## src/rtl/turbo_pkg.sv

```systemverilog
// Shared widths, the register-0 index and the write-back request type
// for the register-file write-back path.
package turbo_pkg;

  localparam int DATA_W = 32;
  localparam int ADDR_W = 5;

  localparam logic [ADDR_W-1:0] REG_ZERO = '0;

  typedef struct packed {
    logic [ADDR_W-1:0] addr;
    logic [DATA_W-1:0] data;
  } wb_req_t;

endpackage

```

## src/rtl/regfile_wb_arbiter_if.sv

```systemverilog
// Bus bundle for the write-back arbiter: two request ports, the register-file
// write port, the read-port hazard check and the idle flag.
interface regfile_wb_arbiter_if #(
  parameter int DATA_W = turbo_pkg::DATA_W,
  parameter int ADDR_W = turbo_pkg::ADDR_W
);

  logic              req0_valid;
  logic              req0_ready;
  logic [ADDR_W-1:0] req0_addr;
  logic [DATA_W-1:0] req0_data;

  logic              req1_valid;
  logic              req1_ready;
  logic [ADDR_W-1:0] req1_addr;
  logic [DATA_W-1:0] req1_data;

  logic              rf_write;
  logic [ADDR_W-1:0] rf_waddr;
  logic [DATA_W-1:0] rf_wdata;

  logic [ADDR_W-1:0] chk_addr1;
  logic [ADDR_W-1:0] chk_addr2;
  logic              chk_hit1;
  logic              chk_hit2;

  logic              idle;

  modport master (
    output req0_valid, req0_addr, req0_data,
    output req1_valid, req1_addr, req1_data,
    output chk_addr1, chk_addr2,
    input  req0_ready, req1_ready,
    input  rf_write, rf_waddr, rf_wdata,
    input  chk_hit1, chk_hit2, idle
  );

  modport slave (
    input  req0_valid, req0_addr, req0_data,
    input  req1_valid, req1_addr, req1_data,
    input  chk_addr1, chk_addr2,
    output req0_ready, req1_ready,
    output rf_write, rf_waddr, rf_wdata,
    output chk_hit1, chk_hit2, idle
  );

endinterface

```

## src/rtl/wb_fifo2.sv

```systemverilog
// Two-entry circular buffer for one write-back source; exposes per-entry
// valid/address so the owner can check read-port hazards against it.
module wb_fifo2
  import turbo_pkg::*;
(
  input  logic                   clk,
  input  logic                   rst,
  input  logic                   push,
  input  logic                   pop,
  input  wb_req_t                push_req,
  output logic                   full,
  output logic                   empty,
  output wb_req_t                head,
  output logic [1:0]             ent_valid,
  output logic [1:0][ADDR_W-1:0] ent_addr
);

  wb_req_t    mem [2];
  logic       rd_ptr;
  logic       wr_ptr;
  logic [1:0] count;

  always_ff @(posedge clk or posedge rst) begin
    if (rst) begin
      rd_ptr <= 1'b0;
      wr_ptr <= 1'b0;
      count  <= 2'd0;
    end else begin
      if (push) wr_ptr <= ~wr_ptr;
      if (pop)  rd_ptr <= ~rd_ptr;
      unique case ({push, pop})
        2'b10:   count <= count + 2'd1;
        2'b01:   count <= count - 2'd1;
        default: count <= count;
      endcase
    end
  end

  // Payload storage needs no reset; validity comes from count/rd_ptr.
  always_ff @(posedge clk) begin
    if (push) mem[wr_ptr] <= push_req;
  end

  assign full  = (count == 2'd2);
  assign empty = (count == 2'd0);
  assign head  = mem[rd_ptr];

  always_comb begin
    for (int i = 0; i < 2; i++) begin
      ent_valid[i] = (count == 2'd2) || ((count == 2'd1) && (rd_ptr == i[0]));
      ent_addr[i]  = mem[i].addr;
    end
  end

endmodule

```

## src/rtl/regfile_wb_arbiter.sv

```systemverilog
// Write-back arbiter: two 2-deep source FIFOs drained one entry per cycle into
// a registered register-file write port. Build macro REGWB_RR_EN selects
// round-robin arbitration; otherwise source 0 has fixed priority.
module regfile_wb_arbiter #(
  parameter int DATA_W = turbo_pkg::DATA_W,
  parameter int ADDR_W = turbo_pkg::ADDR_W
) (
  input  logic                  clk,
  input  logic                  rst,
  regfile_wb_arbiter_if.slave   bus
);

  turbo_pkg::wb_req_t   push_req0;
  turbo_pkg::wb_req_t   push_req1;
  turbo_pkg::wb_req_t   head0;
  turbo_pkg::wb_req_t   head1;
  logic                 full0;
  logic                 full1;
  logic                 empty0;
  logic                 empty1;
  logic                 push0;
  logic                 push1;
  logic                 gnt0;
  logic                 gnt1;
  logic [1:0]           ent_valid0;
  logic [1:0]           ent_valid1;
  logic [1:0][ADDR_W-1:0] ent_addr0;
  logic [1:0][ADDR_W-1:0] ent_addr1;

  logic                 rf_write_q;
  logic [ADDR_W-1:0]    rf_waddr_q;
  logic [DATA_W-1:0]    rf_wdata_q;
  logic                 hit1;
  logic                 hit2;

  // Ready is taken from the registered count only, so a full FIFO refuses
  // a push even in the cycle it pops. Writes to register 0 are accepted but dropped.
  assign bus.req0_ready = ~full0;
  assign bus.req1_ready = ~full1;
  assign push0 = bus.req0_valid && ~full0 && (bus.req0_addr != turbo_pkg::REG_ZERO);
  assign push1 = bus.req1_valid && ~full1 && (bus.req1_addr != turbo_pkg::REG_ZERO);

  assign push_req0 = '{addr: bus.req0_addr, data: bus.req0_data};
  assign push_req1 = '{addr: bus.req1_addr, data: bus.req1_data};

  wb_fifo2 u_fifo0 (
    .clk       (clk),
    .rst       (rst),
    .push      (push0),
    .pop       (gnt0),
    .push_req  (push_req0),
    .full      (full0),
    .empty     (empty0),
    .head      (head0),
    .ent_valid (ent_valid0),
    .ent_addr  (ent_addr0)
  );

  wb_fifo2 u_fifo1 (
    .clk       (clk),
    .rst       (rst),
    .push      (push1),
    .pop       (gnt1),
    .push_req  (push_req1),
    .full      (full1),
    .empty     (empty1),
    .head      (head1),
    .ent_valid (ent_valid1),
    .ent_addr  (ent_addr1)
  );

`ifdef REGWB_RR_EN
  logic last_grant;

  always_ff @(posedge clk or posedge rst) begin
    if (rst) begin
      last_grant <= 1'b1;
    end else if (gnt0) begin
      last_grant <= 1'b0;
    end else if (gnt1) begin
      last_grant <= 1'b1;
    end
  end

  always_comb begin
    gnt0 = 1'b0;
    gnt1 = 1'b0;
    if (!empty0 && !empty1) begin
      if (last_grant) gnt0 = 1'b1;
      else            gnt1 = 1'b1;
    end else if (!empty0) begin
      gnt0 = 1'b1;
    end else if (!empty1) begin
      gnt1 = 1'b1;
    end
  end
`else
  always_comb begin
    gnt0 = 1'b0;
    gnt1 = 1'b0;
    if (!empty0) begin
      gnt0 = 1'b1;
    end else if (!empty1) begin
      gnt1 = 1'b1;
    end
  end
`endif

  always_ff @(posedge clk or posedge rst) begin
    if (rst) begin
      rf_write_q <= 1'b0;
      rf_waddr_q <= '0;
      rf_wdata_q <= '0;
    end else begin
      rf_write_q <= gnt0 | gnt1;
      if (gnt0) begin
        rf_waddr_q <= head0.addr;
        rf_wdata_q <= head0.data;
      end else if (gnt1) begin
        rf_waddr_q <= head1.addr;
        rf_wdata_q <= head1.data;
      end
    end
  end

  assign bus.rf_write = rf_write_q;
  assign bus.rf_waddr = rf_waddr_q;
  assign bus.rf_wdata = rf_wdata_q;
  assign bus.idle     = empty0 && empty1 && !rf_write_q;

  // A write stays "in flight" from FIFO entry until its rf_write cycle ends.
  always_comb begin
    hit1 = rf_write_q && (rf_waddr_q == bus.chk_addr1);
    hit2 = rf_write_q && (rf_waddr_q == bus.chk_addr2);
    for (int i = 0; i < 2; i++) begin
      hit1 = hit1 || (ent_valid0[i] && (ent_addr0[i] == bus.chk_addr1))
                  || (ent_valid1[i] && (ent_addr1[i] == bus.chk_addr1));
      hit2 = hit2 || (ent_valid0[i] && (ent_addr0[i] == bus.chk_addr2))
                  || (ent_valid1[i] && (ent_addr1[i] == bus.chk_addr2));
    end
    if (bus.chk_addr1 == turbo_pkg::REG_ZERO) hit1 = 1'b0;
    if (bus.chk_addr2 == turbo_pkg::REG_ZERO) hit2 = 1'b0;
  end

  assign bus.chk_hit1 = hit1;
  assign bus.chk_hit2 = hit2;

endmodule

```

## src/flat_wrapper.sv

```systemverilog
// flat-port wrapper written by rule: the top's interface ports become plain ports
module regfile_wb_arbiter_flat 
#(
  parameter int DATA_W = turbo_pkg::DATA_W,
  parameter int ADDR_W = turbo_pkg::ADDR_W
)
  (clk, rst, bus_req0_valid, bus_req0_addr, bus_req0_data, bus_req1_valid, bus_req1_addr, bus_req1_data, bus_chk_addr1, bus_chk_addr2, bus_req0_ready, bus_req1_ready, bus_rf_write, bus_rf_waddr, bus_rf_wdata, bus_chk_hit1, bus_chk_hit2, bus_idle);
  regfile_wb_arbiter_if #(.DATA_W(DATA_W), .ADDR_W(ADDR_W)) bus_i ();
  input  logic clk;
  input  logic rst;
  input wire logic [$bits(bus_i.req0_valid)-1:0] bus_req0_valid;
  input wire logic [$bits(bus_i.req0_addr)-1:0] bus_req0_addr;
  input wire logic [$bits(bus_i.req0_data)-1:0] bus_req0_data;
  input wire logic [$bits(bus_i.req1_valid)-1:0] bus_req1_valid;
  input wire logic [$bits(bus_i.req1_addr)-1:0] bus_req1_addr;
  input wire logic [$bits(bus_i.req1_data)-1:0] bus_req1_data;
  input wire logic [$bits(bus_i.chk_addr1)-1:0] bus_chk_addr1;
  input wire logic [$bits(bus_i.chk_addr2)-1:0] bus_chk_addr2;
  output wire logic [$bits(bus_i.req0_ready)-1:0] bus_req0_ready;
  output wire logic [$bits(bus_i.req1_ready)-1:0] bus_req1_ready;
  output wire logic [$bits(bus_i.rf_write)-1:0] bus_rf_write;
  output wire logic [$bits(bus_i.rf_waddr)-1:0] bus_rf_waddr;
  output wire logic [$bits(bus_i.rf_wdata)-1:0] bus_rf_wdata;
  output wire logic [$bits(bus_i.chk_hit1)-1:0] bus_chk_hit1;
  output wire logic [$bits(bus_i.chk_hit2)-1:0] bus_chk_hit2;
  output wire logic [$bits(bus_i.idle)-1:0] bus_idle;
  assign bus_i.req0_valid = bus_req0_valid;
  assign bus_i.req0_addr = bus_req0_addr;
  assign bus_i.req0_data = bus_req0_data;
  assign bus_i.req1_valid = bus_req1_valid;
  assign bus_i.req1_addr = bus_req1_addr;
  assign bus_i.req1_data = bus_req1_data;
  assign bus_i.chk_addr1 = bus_chk_addr1;
  assign bus_i.chk_addr2 = bus_chk_addr2;
  assign bus_req0_ready = bus_i.req0_ready;
  assign bus_req1_ready = bus_i.req1_ready;
  assign bus_rf_write = bus_i.rf_write;
  assign bus_rf_waddr = bus_i.rf_waddr;
  assign bus_rf_wdata = bus_i.rf_wdata;
  assign bus_chk_hit1 = bus_i.chk_hit1;
  assign bus_chk_hit2 = bus_i.chk_hit2;
  assign bus_idle = bus_i.idle;
  regfile_wb_arbiter #(.DATA_W(DATA_W), .ADDR_W(ADDR_W)) u_core (.clk(clk), .rst(rst), .bus(bus_i));
endmodule
```

## config.mk

```make
export PLATFORM = sky130hd
export DESIGN_NAME = regfile_wb_arbiter_flat
export DESIGN_NICKNAME = d
export VERILOG_FILES = /design/src/rtl/turbo_pkg.sv /design/src/rtl/regfile_wb_arbiter_if.sv /design/src/rtl/wb_fifo2.sv /design/src/rtl/regfile_wb_arbiter.sv /design/src/flat_wrapper.sv
export SDC_FILE = /design/constraint.sdc
export NUM_CORES = 1
export LEC_CHECK = 0
export CORE_UTILIZATION = 50
export CTS_BUF_LIST = sky130_fd_sc_hd__clkbuf_16
export DETAILED_ROUTE_END_ITERATION = 8
export PLACE_DENSITY = 0.75
export SYNTH_ARGS = -nofsm -noshare
export SYNTH_HDL_FRONTEND = slang
export SYNTH_SLANG_ARGS = --single-unit
```

## constraint.sdc

```tcl
create_clock -name clk -period 3.41 [get_ports clk]
set_clock_uncertainty 0.1 [all_clocks]
set_input_delay 0.682 -clock clk [delete_from_list [all_inputs] [get_ports clk]]
set_output_delay 0.682 -clock clk [all_outputs]
set_load 0.005 [all_outputs]
```

==> metrics.md <==
| Metric | Value |
|---|---|
| Result of the run | complete, no violations |
| Crit path capture type | output port |
| Switching portion of total power | 33.5% |
| DR pass1 iterations | 4 |
| Maximum root-to-sink buffer count | 2 |
| Remaining routing DRC violations | 0 |
| Kind of critical path | flip-flop to output port |
| Post-synthesis sequential area ratio | 69.0% |
| Global route overflow | 0 |
| Sum of negative setup slack | 0 ns |
| Share of the core filled with cells | 64.5% |
| Hpwl dp | 11,400 um |
| Static leakage | 0.00382 uW |
| Mean instance size in the synthesized netlist | 14.1 um2 |
| Clock transition time at the flip-flop clock pins of the worst setup and hold paths | 0.06 ns |
| Post-synthesis sequential element count | 194 |
| Share of layout cells above drive strength 1 | 7.71% |
| Fraction of power consumed by combinational cells | 34.5% |
| Most frequent standard cell in the layout excluding fill and tap cells | edfxtp_1 |
| Number of antenna violations at the first check in global routing | 0 |
| Vias | 4,901 |
| Highest-count cells in the layout ignoring fill and taps | edfxtp_1, clkdlybuf4s50_1, o21ai_0 |
| Core region area | 0.0158 mm2 |
| Final Routed Wirelength | 17,400 um |
| Final antenna diode count | 0 |
| Count of pins over their slew limit | 0 |
| RD Place Congestion | 0.925 |
| Layout net count | 796 |
| Clk sinks | 194 |
| Number of H-tree levels | 4 |
| Number of buffers added by the clock tree synthesis step | 17 |
| Hold-fix buffer count after cts | 0 |
| Die X | 129 um |
| Number of antenna-violating nets in the routed design | 0 |
| Post-route minimum period | 3.22 ns |
| Transition time at the pin with the least slew margin | 0.741 ns |
| Number of synthesis warnings | 0 |
| Vias in the first global route | 5,145 |
| Vias per cell | 5.28 |
| Setup violation total in the final timing report | 0 |
| Cell Int Power | 5580 uW |
| Startpoint type of the worst setup path | flip-flop |
| Pwr Density | 821 mW/mm2 |
| GRT Resource Usage Total | 22.7% |
| Highest Clock Rate | 311 MHz |
| CTS tree | built |
| Max_cap viols | 0 |
| I/O pin count | 131 |
| Initial Util | 51.2% |
| First-pass GRT wire length | 27,400 um |
| Number of library cell types mapped by synthesis | 28 |
| Final Total Pwr | 8380 uW |
| Largest net degree at the start of global routing | 78 |
| Part of the power in the clock network | 21.1% |
| Relative area change from synthesis to final layout | 25.9% |
| Syn Std Cell Area | 0.00811 mm2 |
| Buffer type at the clock tree root | clkbuf_16 |
| Unrepaired setup endpoints after global routing | no |
| Port Buf Inserts | 130 |
| Synthesized netlist net count | 670 |
| Crit path max fanout | 4 |
| Vert. Die Dim | 129 um |
| Instance count of the mapped netlist | 574 |
| Cell Rows | 46 |
| Final worst path period share | 94.4% |
| Sequential Power Share | 44.4% |
| Critical Path AT | 2.44 ns |
| Tightest Hold Check Type | flip-flop to flip-flop |
| Violation count after the first detailed-route iteration | 382 |
| Count of final hold-check violations | 0 |
| Clock latency at the later pin of the worst-skew pair | 0.43 ns |
| Average wire per standard cell | 18.7 um |
| Worst voltage drop across the vdd grid | 0.000503 V |
| Die area | 0.0167 mm2 |
| Required time at the endpoint of the critical path | 2.63 ns |
| Worst-case headroom to the max-slew limit | 50.6% |
| Power spent charging and discharging nets | 2810 uW |
-- final cells by class --
type,count,area (um2)
timing repair buffer,141,1430
multi-input combinational,336,2350
sequential,194,5600
clock inverter,15,95.1
clock buffer,17,425
fill,1167,5620
inverter,10,37.5
tap,216,270
-- power groups by stage --
stage / Sequential (uW) / Combinational, uW / Clock, uW
final: 3720 / 2890 / 1770
after CTS: 3720 / 2930 / 1800
after global routing: 3790 / 3230 / 1910
after global placement: 3750 / 2820 / 0
after detailed placement: 3760 / 2910 / 0
after floorplan: 3660 / 1770 / 0
-- Yosys cell counts --
| cell | instances | area share (%) |
|---|---|---|
| a21o_1 | 1 | 0.093 |
| a21oi_1 | 4 | 0.25 |
| a31oi_1 | 2 | 0.15 |
| buf_1 | 4 | 0.19 |
| buf_2 | 14 | 0.86 |
| buf_4 | 4 | 0.37 |
| buf_6 | 2 | 0.28 |
| clkbuf_1 | 10 | 0.46 |
| dfrtp_1 | 46 | 14 |
| edfxtp_1 | 148 | 55 |
| ha_1 | 8 | 1.2 |
| inv_1 | 10 | 0.46 |
| mux2i_1 | 74 | 9.1 |
| nand2_1 | 77 | 3.6 |
| nand3_1 | 1 | 0.062 |
| nand4_1 | 5 | 0.39 |
| nor2_1 | 8 | 0.37 |
| nor2b_1 | 2 | 0.15 |
| nor3_1 | 6 | 0.37 |
| nor4_1 | 4 | 0.31 |
| o2111ai_1 | 2 | 0.22 |
| o211ai_4 | 2 | 0.52 |
| o21ai_0 | 78 | 4.8 |
| o22ai_1 | 1 | 0.077 |
| or4_1 | 2 | 0.19 |
| or4_4 | 2 | 0.28 |
| xnor2_1 | 36 | 3.9 |
| xor2_1 | 21 | 2.3 |
-- state kept, by name (all words and copies together), names as in the netlist --
name                   flops
u_core.u_fifo1.count       2
u_core.bus.rf_wdata       32
u_core.u_fifo1.mem        74
u_core.bus.rf_write        1
u_core.bus.rf_waddr        5
u_core.u_fifo0.rd_ptr      1
u_core.u_fifo1.wr_ptr      1
u_core.u_fifo0.wr_ptr      1
u_core.u_fifo0.count       2
u_core.u_fifo0.mem        74
u_core.u_fifo1.rd_ptr      1
-- cells by family (layout without fill, tap and decap cells) --
logic type	Yosys count	in the layout	synth area share [%]
and+or+nand+nor	107	107	5.68
muxes	74	74	9.14
AOI/OAI and AO/OA	90	90	6.13
buffers and inverters	44	183	2.62
DFF	194	194	69.0
adders and majority gates	8	8	1.23
xor gates and xnor gates	57	57	6.16
-- final timing paths --
check | startpoint | to | slack (ns) | depth (start not counted)
setup / recovery | u_core.u_fifo1.count[0]$_DFFE_PP0P_ | bus_chk_hit1 | 0.19 | 8
hold / removal | u_core.u_fifo1.count[0]$_DFFE_PP0P_ | u_core.u_fifo1.count[0]$_DFFE_PP0P_ | 0.42 | 1
setup reg to reg | u_core.u_fifo0.count[0]$_DFFE_PP0P_ | u_core.u_fifo1.count[0]$_DFFE_PP0P_ | 1.14 | 7
hold reg to reg | u_core.u_fifo1.count[0]$_DFFE_PP0P_ | u_core.u_fifo1.count[0]$_DFFE_PP0P_ | 0.42 | 1
max in group asynchronous | rst | u_core.bus.rf_wdata[5]$_DFFE_PP0P_ | 1.85 | 3
min in group asynchronous | rst | u_core.bus.rf_wdata[23]$_DFFE_PP0P_ | 0.60 | 2
-- worst max-delay path, cell delays in order (launching register included) --
cell and delay [ns]:
dfrtp_1 0.41, inv_1 0.10, ha_1 0.29, a21o_1 0.21, nand4_1 0.13, nor3_2 0.14, nor4_2 0.07, a21oi_1 0.15
clkdlybuf4s50_1 0.51
-- metal layers --
layer  GRT usage, %  vias up  part of all wire (%)
met5              0        -                     0
met4           6.92        0                   1.8
met3           6.11       29                   4.8
met2           37.9      135                    50
met1           29.2     2415                    43
li1               -     2322                     -
-- through the flow --
step | setup slack, ns | instance area [um2] | cells | hold WS, ns
2_1_floorplan | 0.418 | 8110 | 574 | 0.368
3_3_place_gp | 0.0903 | 9650 | 897 | 0.395
3_5_place_dp | 0.0290 | 9650 | 897 | 0.409
5_1_grt | 0.0255 | 10200 | 929 | 0.461
6_report | 0.191 | 10200 | 929 | 0.416
4_1_cts | 0.00924 | 10200 | 929 | 0.420
-- repair_timing --
item                       4_1_cts  5_1_grt
setup endpoints to repair        0        2
resized for setup                0       13
setup buffers                    0        0
Power figures use the tool's default switching activity.
